<file path="src/rtl/bldcm_comm_seq.sv">
// Six-step BLDC commutation sequencer: DEAD/DRIVE timing, gate patterns,
// and a per-step ramp of the PWM compare value.
module bldcm_comm_seq #(
  parameter int pCounterWidth = 32,
  parameter int pStepWidth    = 32,
  parameter int pDeadWidth    = 8
) (
  input  logic                     iClock,
  input  logic                     iReset,
  input  logic                     iEnable,
  input  logic                     iDir,
  input  logic [pStepWidth-1:0]    iStepPeriod,
  input  logic [pDeadWidth-1:0]    iDeadTime,
  input  logic [pCounterWidth-1:0] iDutyTarget,
  input  logic [pCounterWidth-1:0] iRampStep,
  input  logic                     iHighPwm,
  output logic [pCounterWidth-1:0] oCmpCnt,
  output logic [2:0]               oPhaseH,
  output logic [2:0]               oPhaseL,
  output logic [2:0]               oStep,
  output logic                     oRunning,
  output logic                     oStepPulse
);

  typedef enum logic [1:0] {
    ST_IDLE  = 2'd0,
    ST_DEAD  = 2'd1,
    ST_DRIVE = 2'd2
  } state_e;

  // Phase driven high for each step: A A B B C C.
  function automatic logic [2:0] high_sel(input logic [2:0] step);
    case (step)
      3'd0, 3'd1: high_sel = 3'b001;
      3'd2, 3'd3: high_sel = 3'b010;
      3'd4, 3'd5: high_sel = 3'b100;
      default:    high_sel = 3'b000;
    endcase
  endfunction

  // Phase held low for each step: B C C A A B.
  function automatic logic [2:0] low_sel(input logic [2:0] step);
    case (step)
      3'd0, 3'd5: low_sel = 3'b010;
      3'd1, 3'd2: low_sel = 3'b100;
      3'd3, 3'd4: low_sel = 3'b001;
      default:    low_sel = 3'b000;
    endcase
  endfunction

  state_e                   state_q, state_d;
  logic [2:0]               step_q, step_d;
  logic                     dir_q, dir_d;
  logic [pDeadWidth-1:0]    dead_cnt_q, dead_cnt_d;
  logic [pStepWidth-1:0]    drive_cnt_q, drive_cnt_d;
  logic [pCounterWidth-1:0] cmp_q, cmp_d;
  logic [2:0]               phase_h_q, phase_h_d;
  logic [2:0]               phase_l_q, phase_l_d;
  logic                     running_q, running_d;
  logic                     pulse_q, pulse_d;

  logic [pDeadWidth-1:0]    dead_load;
  logic [pStepWidth-1:0]    drive_load;
  logic [pCounterWidth:0]   ramp_sum;
  logic [pCounterWidth-1:0] ramp_val;
  logic [2:0]               step_adv;

  // Timers count down to zero, so a zero setting behaves as one clock.
  assign dead_load  = (iDeadTime == '0) ? '0 : iDeadTime - pDeadWidth'(1);
  assign drive_load = (iStepPeriod == '0) ? '0 : iStepPeriod - pStepWidth'(1);

  // The extra sum bit keeps a large ramp step from wrapping past the target.
  assign ramp_sum = {1'b0, cmp_q} + {1'b0, iRampStep};
  assign ramp_val = (cmp_q < iDutyTarget)
                    ? ((ramp_sum > {1'b0, iDutyTarget}) ? iDutyTarget
                                                         : ramp_sum[pCounterWidth-1:0])
                    : iDutyTarget;

  assign step_adv = dir_q ? ((step_q == 3'd0) ? 3'd5 : step_q - 3'd1)
                          : ((step_q == 3'd5) ? 3'd0 : step_q + 3'd1);

  always_comb begin
    // NOTE: every signal gets a default before the case so no path can infer a latch.
    state_d     = state_q;
    step_d      = step_q;
    dir_d       = dir_q;
    dead_cnt_d  = dead_cnt_q;
    drive_cnt_d = drive_cnt_q;
    cmp_d       = cmp_q;
    pulse_d     = 1'b0;
    phase_h_d   = 3'b000;
    phase_l_d   = 3'b000;

    unique case (state_q)
      ST_IDLE: begin
        cmp_d = '0;
        if (iEnable) begin
          state_d    = ST_DEAD;
          dead_cnt_d = dead_load;
        end
      end
      ST_DEAD: begin
        if (!iEnable) begin
          state_d    = ST_IDLE;
          cmp_d      = '0;
          dead_cnt_d = '0;
        end else if (dead_cnt_q == '0) begin
          state_d     = ST_DRIVE;
          drive_cnt_d = drive_load;
          dir_d       = iDir;
          cmp_d       = ramp_val;
          pulse_d     = 1'b1;
        end else begin
          dead_cnt_d = dead_cnt_q - pDeadWidth'(1);
        end
      end
      ST_DRIVE: begin
        if (!iEnable) begin
          state_d     = ST_IDLE;
          cmp_d       = '0;
          drive_cnt_d = '0;
        end else if (drive_cnt_q == '0) begin
          state_d    = ST_DEAD;
          dead_cnt_d = dead_load;
          step_d     = step_adv;
        end else begin
          drive_cnt_d = drive_cnt_q - pStepWidth'(1);
        end
      end
      default: begin
        state_d = ST_IDLE;
        cmp_d   = '0;
      end
    endcase

    // Gates are decoded from the next state, so disable or DEAD entry clears them at the edge.
    if (state_d == ST_DRIVE) begin
      phase_h_d = high_sel(step_d) & {3{iHighPwm}};
      phase_l_d = low_sel(step_d);
    end
    running_d = (state_d != ST_IDLE);
  end

  always_ff @(posedge iClock or posedge iReset) begin
    if (iReset) begin
      state_q     <= ST_IDLE;
      step_q      <= 3'd0;
      dir_q       <= 1'b0;
      dead_cnt_q  <= '0;
      drive_cnt_q <= '0;
      cmp_q       <= '0;
      phase_h_q   <= 3'b000;
      phase_l_q   <= 3'b000;
      running_q   <= 1'b0;
      pulse_q     <= 1'b0;
    end else begin
      // NOTE: non-blocking updates so every register samples pre-edge values.
      state_q     <= state_d;
      step_q      <= step_d;
      dir_q       <= dir_d;
      dead_cnt_q  <= dead_cnt_d;
      drive_cnt_q <= drive_cnt_d;
      cmp_q       <= cmp_d;
      phase_h_q   <= phase_h_d;
      phase_l_q   <= phase_l_d;
      running_q   <= running_d;
      pulse_q     <= pulse_d;
    end
  end

  assign oCmpCnt    = cmp_q;
  assign oPhaseH    = phase_h_q;
  assign oPhaseL    = phase_l_q;
  assign oStep      = step_q;
  assign oRunning   = running_q;
  assign oStepPulse = pulse_q;

endmodule

</file>
<file path="config.mk">
export PLATFORM = sky130hd
export DESIGN_NAME = bldcm_comm_seq
export DESIGN_NICKNAME = d
export VERILOG_FILES = /design/src/rtl/bldcm_comm_seq.sv
export SDC_FILE = /design/constraint.sdc
export NUM_CORES = 1
export LEC_CHECK = 0
export CORE_MARGIN = 4
export CORE_UTILIZATION = 55
export CTS_CLUSTER_DIAMETER = 50
export DETAILED_ROUTE_END_ITERATION = 12
export HOLD_SLACK_MARGIN = 0.08
export PLACE_DENSITY = 0.89
export SYNTH_ARGS = -nofsm -noshare
export SYNTH_HDL_FRONTEND = slang
export SYNTH_SLANG_ARGS = --single-unit
</file>
<file path="constraint.sdc">
create_clock -name iClock -period 5.8 [get_ports iClock]
set_input_delay 1.16 -clock iClock [delete_from_list [all_inputs] [get_ports iClock]]
set_output_delay 1.16 -clock iClock [all_outputs]
set_load 0.005 [all_outputs]
</file>
==> flow_summary.yaml, run 1 <==
worst_setup_path:
  cpMaxStageDelayCell: "or4_1"
  r2r_end: "oCmpCnt[29]"
  crit_family: "compound AO/OA/AOI/OAI gates"
  critical_path_class: "in -> reg"
  critPathMaxStageDelay_ps: 550
  critPathLaunchType: "primary input"
  critPathCaptureType: "flop"
  cp_num_buf_inv: 3
  worst-path-max-fanout: 3
  crit_path_end: "oCmpCnt[29]"
  crit_chain: "clkdlybuf4s50_1 -> ha_2 -> inv_1 -> fa_2 -> nor2b_2 -> o2111ai_1 -> a31o_2 -> a211oi_4 -> o21ai_2 -> o21bai_1 -> xnor2_1 -> inv_1 -> ha_1 -> nand4_1 -> nor4_2 -> nand2_1 -> o31ai_2 -> a21oi_2 -> a311o_1 -> or4_1 -> o221ai_2"
  arrival_ps: 6040
  path_common_cell: "inv_1"
  crit_required_ps: 6080
  rr_worst_depth: 17
  critical_path.startpoint: "iRampStep[0]"
  r2r-start: "oCmpCnt[17]"
  cp.depth: 21
  r2r_slack_ps: 900
global_route:
  grt_pass1_vias: 8860
  track_usage: 0.2930
  grt-ovfl-total: 0
  grt_pass1_wl_um: 43240
  antenna_found_initial: 1
  grt_max_degree: 50
clocking:
  clk_pin_slew_worst_paths_ps: 70
  clock_latency_ps: 360
  clk_path_buf_depth: 2
  cts_tree: "done"
  htreeDepth: 3
  clock-sinks: 86
  cts-root-buf: "clkbuf_16"
  cts_buffers: 9
logic_synthesis:
  syn_nets: 1266
  synth_mux_area_frac: 0.003792
  synthDistinctLibCells: 78
  yosys.area.top_type: "dfrtp_1"
  synthSimpleGateAreaFrac: 0.2232
  synth_top_area_frac: 0.2509
  synth_top_family_by_area: "compound AO/OA/AOI/OAI gates"
  netlist_instances: 1055
  synthXorXnorAreaFrac: 0.06228
  avgSynthCellArea_um2: 8.131
  ys_ff_latch: 86
  seq_area_frac_synth: 0.2509
  synth_adder_area_share: 0.1496
  synthFlopType: "dfrtp_1"
  synth_area_leaders: "dfrtp_1 25%, ha_1 15%, nand2_1 4.5%"
  yosysWarningCount: 0
  synth_area_mm2: 0.008578
  ys_top_cells_by_count: "102 x nand2_1, 101 x ha_1, 86 x dfrtp_1"
  synth-edff-count: 0
  yosysMostFrequentCell: "nand2_1"
  async_flop_share: 1.000
  synth-compound-area-share: 0.2582
sta:
  maxSlewViolCount: 0
  setup_violations: 0
  clock_skew_ps: 7.889
  whs_ps: 513.7
  fin_crit_sh: 0.9939
  hold_viol_final: 0
  slew-limit-headroom: 0.1346
  fmax_mhz: 173.5
  tns_ps: 0
  tightest_slew_ps: 1298
  fin_crit_ps: 5765
die:
  die_h_um: 132.9
  core-area_mm2: 0.01526
  start_util: 0.5622
  fp.dieArea_mm2: 0.01766
  die_x_um: 132.9
  io_pins: 152
  fp-row-count: 45
detailed_routing:
  routed_wl_um: 27690
  initialDrtViolationCount: 1093
  ant_nets: 0
  drc_errors: 0
  first_pass_iters: 6
  wl_per_cell_um: 19.05
  viasPerCell: 6.491
  num_vias: 9432
status:
  status: "finished, final reports clean"
placed_design:
  hpwl_um: 20130
  portBuffers: 151
  dpl_cell_area_mm2: 0.01063
  gp_congestion: 0.9678
finish:
  utilization: 0.7308
  nets: 1447
  drive_above_1_share: 0.1072
  n_fill_cell: 1126
  syn_to_final_growth_pct: 29.99
  postLayoutCellArea_mm2: 0.01115
pwr:
  power-per-cell-area_mw_per_mm2: 225.6
  report.power.total_mw: 2.516
  vdd_drop_max_uv: 197.4
  p_leak_nw: 4.883
min_path:
  min_path_type: "reg -> reg"
job:
  cap_violations: 0
## per-stage QoR
stage,worst slack (ps),instances
global route,-110.5,1453
CTS,76.22,1448
floorplan,430.3,1055
finish,35.49,1453
detailed placement,-228.1,1432
global placement,-115.5,1432
## layout make-up
type / instances / area, µm² / area share
diodes: 1 / 2.502 / 0.0002244
multi-input cells: 857 / 6157 / 0.5522
clock inverters: 7 / 78.83 / 0.007069
flip-flops and latches: 86 / 2152 / 0.1930
well taps: 211 / 264.0 / 0.02368
inverters: 70 / 264.0 / 0.02368
clock buffers: 9 / 225.2 / 0.02020
repair buffers: 212 / 2007 / 0.1800
## flip-flops by register name, summed over array words and instances (netlist names)
register and flops:
oCmpCnt 32, dead_cnt_q 8, drive_cnt_q 32, state_q 2, dir_q 1, oStep 3, oPhaseH 3, oRunning 1
oStepPulse 1, oPhaseL 3
## logic make-up after synthesis
logic type / count (synthesis)
mux: 3
fa+ha+maj: 102
flops: 86
buf+inv: 112
simple gates: 369
compound gates: 322
xor+xnor: 61
## worst min-delay path by stage
| stage | endpoint | start | cells after the start |
|---|---|---|---|
| detailed placement | drive_cnt_q[25] | drive_cnt_q[25] | 1 |
| floorplan | drive_cnt_q[19] | drive_cnt_q[19] | 2 |
| CTS | drive_cnt_q[13] | drive_cnt_q[13] | 1 |
| finish | drive_cnt_q[13] | drive_cnt_q[13] | 1 |
| global placement | drive_cnt_q[19] | drive_cnt_q[19] | 2 |
| global route | dead_cnt_q[5] | dead_cnt_q[5] | 1 |
## placed cells by master, fill, tap and decap left out, types with 5 or more instances in the layout
cell type        instances
nand4_1                 45
xnor2_1                 38
nand2b_1                 9
nand3_1                 22
nand2_1                102
o22ai_1                 13
o21ai_0                 63
or2_2                    8
o32ai_1                  6
clkdlybuf4s50_1        151
xor2_1                  21
o21a_1                  10
o211ai_1                10
and2_1                   8
o311ai_1                11
a22oi_1                  7
buf_4                   57
o21ai_1                  9
and3_1                  11
nor4_1                  14
clkbuf_16               10
a211oi_1                 5
dfrtp_1                 86
or4_1                    7
a22o_1                  22
or3_1                   16
nor2_1                  60
nor2b_1                 11
o221ai_2                 5
nor3_1                  34
a21o_1                  23
ha_1                    98
a21oi_1                 69
o311ai_0                18
inv_1                   69
## metal layers
metal | up-vias | GRT usage | wire, µm
met2 | 648 | 0.4723 | 12560
li1 | 4344 | - | -
met1 | 4334 | 0.3943 | 11210
met5 | - | 0 | 0
met4 | 0 | 0.1143 | 1073
met3 | 106 | 0.04753 | 2849
## what timing repair did
action	CTS	global route
hold buffers	0	0
endpoints found under the setup margin	0	32
setup buffers	0	3
resized for setup	0	37
## report_power, final
group | switching (mW) | internal, mW | leakage (nW)
clock | 0.271 | 0.339 | 0.144
combinational | 0.572 | 0.448 | 3.61
sequential | 0.150 | 0.735 | 1.13
Power figures use the tool's default switching activity.
==> inputs of run 2 (changes only) <==
--- a/config.mk
+++ b/config.mk
@@ -6,11 +6,12 @@
 export NUM_CORES = 1
 export LEC_CHECK = 0
 export CORE_MARGIN = 4
-export CORE_UTILIZATION = 55
+export CORE_UTILIZATION = 49
 export CTS_CLUSTER_DIAMETER = 50
 export DETAILED_ROUTE_END_ITERATION = 12
 export HOLD_SLACK_MARGIN = 0.08
-export PLACE_DENSITY = 0.89
+export PLACE_DENSITY = 0.84
+export REMOVE_ABC_BUFFERS = 1
 export SYNTH_ARGS = -nofsm -noshare
 export SYNTH_HDL_FRONTEND = slang
 export SYNTH_SLANG_ARGS = --single-unit
==> constraint.sdc (replaced) <==
create_clock -name iClock -period 5.1 [get_ports iClock]
set_input_delay 1.02 -clock iClock [delete_from_list [all_inputs] [get_ports iClock]]
set_output_delay 1.02 -clock iClock [all_outputs]
set_load 0.005 [all_outputs]
==> run 2 against run 1 <==
  * The flow now finishes with violations (setup timing)
  * Critical path depth up 3
  * Combinational power up 29%
  * Setup slack worse by 400 ps
  * Via count up 11%
  * Routed wire length up 29%
  * Register-to-register slack worse by 930 ps
  * Hold slack worse by 13 ps
  * Sequential power up 13%
  * Clock power up 18%
  * Largest cell class unchanged
  * Largest power group unchanged
  * Highest routed layer unchanged
==> flow_summary.yaml, run 2 (synthesis results as in run 1) <==
global_route:
  grt.met1_usage: 0.3569
  track_usage: 0.3026
  grt_pass1_vias: 9921
  grt_util_met3: 0.06692
  grt_pass1_wl_um: 49130
  antenna_found_initial: 0
  use_met2: 0.5045
  grt-ovfl-total: 0
  busiest_layer: "met2"
  grt_max_degree: 60
sta:
  fmax_mhz: 183.0
  fin_crit_ps: 5464
  maxSlewViolCount: 0
  final.setup.worst_slack_ps: -364.4
  fin_crit_sh: 1.071
  clock_skew_ps: 11.42
  slew-limit-headroom: 0.2335
  tightest_slew_ps: 1150
  setup_violations: 32
  whs_ps: 500.9
  hold_viol_final: 0
finish:
  final_cell_mix: "152 x buf_4, 127 x clkdlybuf4s50_1, 100 x nand2_1, 86 x dfrtp_1, 72 x ha_1"
  n_fill_cell: 1123
  layout_commonest_cell: "buf_4"
  nets: 1551
  insertedDiodeCount: 0
  seqCellArea_mm2: 0.002152
  syn_to_final_growth_pct: 45.96
  drive_above_1_share: 0.2290
  multi_input_area_mm2: 0.006716
worst_setup_path:
  critPathLaunchType: "primary input"
  r2r-start: "oCmpCnt[4]"
  arrival_ps: 5700
  worst-path-max-fanout: 6
  crit_required_ps: 5340
  critPathCaptureType: "flop"
  critical_path.startpoint: "iRampStep[19]"
  critical_path_class: "in -> reg"
detailed_routing:
  viasPerCell: 6.643
  routed_wl_um: 35730
  initialDrtViolationCount: 1154
  ant_nets: 0
  wl_per_cell_um: 22.76
  num_vias: 10430
  drc_errors: 0
  first_pass_iters: 6
die:
  core-area_mm2: 0.01724
  fp-row-count: 48
  io_pins: 152
  die_x_um: 140.3
  start_util: 0.4977
  die_h_um: 140.3
  fp.dieArea_mm2: 0.01969
placed_design:
  portBuffers: 151
  place_ws_ps: -685.2
  hpwl_um: 21280
  gp_congestion: 0.9627
status:
  status: "complete, but fails checks"
  violations: "setup timing"
pwr:
  clockPowerShare: 0.237
  pwr-share-seq: 0.328
  power-per-cell-area_mw_per_mm2: 243.5
  comb_power_share: 0.435
  p_sw_mw: 1.236
  p_leak_nw: 5.520
  p_sw_frac: 0.4055
  vdd_drop_max_uv: 186.8
  report.power.total_mw: 3.048
  power.internal_mw: 1.812
min_path:
  min_path_type: "reg -> reg"
  min_from: "drive_cnt_q[25]"
clocking:
  htreeDepth: 3
  clk_path_buf_depth: 2
  cts-root-buf: "clkbuf_16"
  cts_tree: "done"
  clock_latency_ps: 360
  clock-sinks: 86
  cts_buffers: 9
  clk_pin_slew_worst_paths_ps: 70
job:
  cap_violations: 0
[run 2: cell types whose count changed in the layout (fill, tap and decap cells not counted), sizes merged]
cell	change
clkdlybuf4s50	-24
clkdlybuf4s15	+3
clkbuf	+3
dlymetal6s2s	+7
dlygate4sd2	+9
diode	-1
buf	+106
[run 2: final timing paths]
check                           cells after the start  slack (ps)         endpoint
worst max-delay path                               24        -360      oCmpCnt[16]
worst min-delay path                                1         500  drive_cnt_q[25]
worst max register to register                     21         -30      oCmpCnt[16]
worst min register to register                      1         500  drive_cnt_q[25]
max in group asynchronous                           3        2870   drive_cnt_q[8]
min in group asynchronous                           2        1220       oStepPulse
[run 2: layer usage]
layer,part of all wire,vias to the layer above
li1,-,4548
met1,0.36,4821
met2,0.46,800
met3,0.10,261
met4,0.078,0
met5,0,-
[run 2: final cells by class]
cell class              instances  share of cell area
clock buffers                   9             0.01799
clock inverters                 7            0.006396
inverters                      70             0.02109
multi-input cells             857              0.5364
flip-flops and latches         86              0.1719
well taps                     225             0.02248
repair buffers                316              0.2237
[run 2: repair_timing]
item / in CTS / in global routing
setup endpoints to repair: 32 / 32
endpoints found under the hold margin: 0 / 0
hold buffers: 0 / 0
pin swaps: 44 / 71
buffers inserted: 31 / 21
resized for setup: 89 / 88
cloned: 3 / 0
[run 2: power by group through the flow]
stage / combinational [mW] / clock, mW / sequential (mW)
after floorplan: 0.685 / 0 / 0.963
after CTS: 1.18 / 0.711 / 0.990
final: 1.32 / 0.722 / 1.00
after detailed placement: 1.10 / 0 / 0.996
after global placement: 1.06 / 0 / 0.996
after global routing: 1.41 / 0.750 / 1.02
[run 2: worst max-delay path: stages]
cell,delay [ps]
clkdlybuf4s15_1,220
ha_4,320
buf_4,110
nand2_2,70
o211ai_1,240
a211oi_2,150
o31ai_2,420
buf_4,200
o21ai_1,90
o21bai_1,200
xnor2_1,180
inv_1,110
ha_4,280
nand4_1,160
nor4_4,380
nand2_1,110
o31ai_2,220
a21oi_1,80
buf_4,150
a311oi_4,320
buf_4,210
buf_8,140
nand4_1,170
o311ai_1,160
[run 2: per-stage QoR]
| step | setup TNS [ps] | area (µm²) | util | std cells |
|---|---|---|---|---|
| 2_1_floorplan | -37620 | 8394 | - | 1013 |
| 3_3_place_gp | -17750 | 11060 | 0.6417 | 1502 |
| 3_5_place_dp | -20440 | 11060 | 0.6417 | 1502 |
| 4_1_cts | -123.0 | 11980 | 0.6953 | 1551 |
| 5_1_grt | -10190 | 12520 | 0.7264 | 1570 |
| 6_report | -6594 | 12520 | 0.7264 | 1570 |
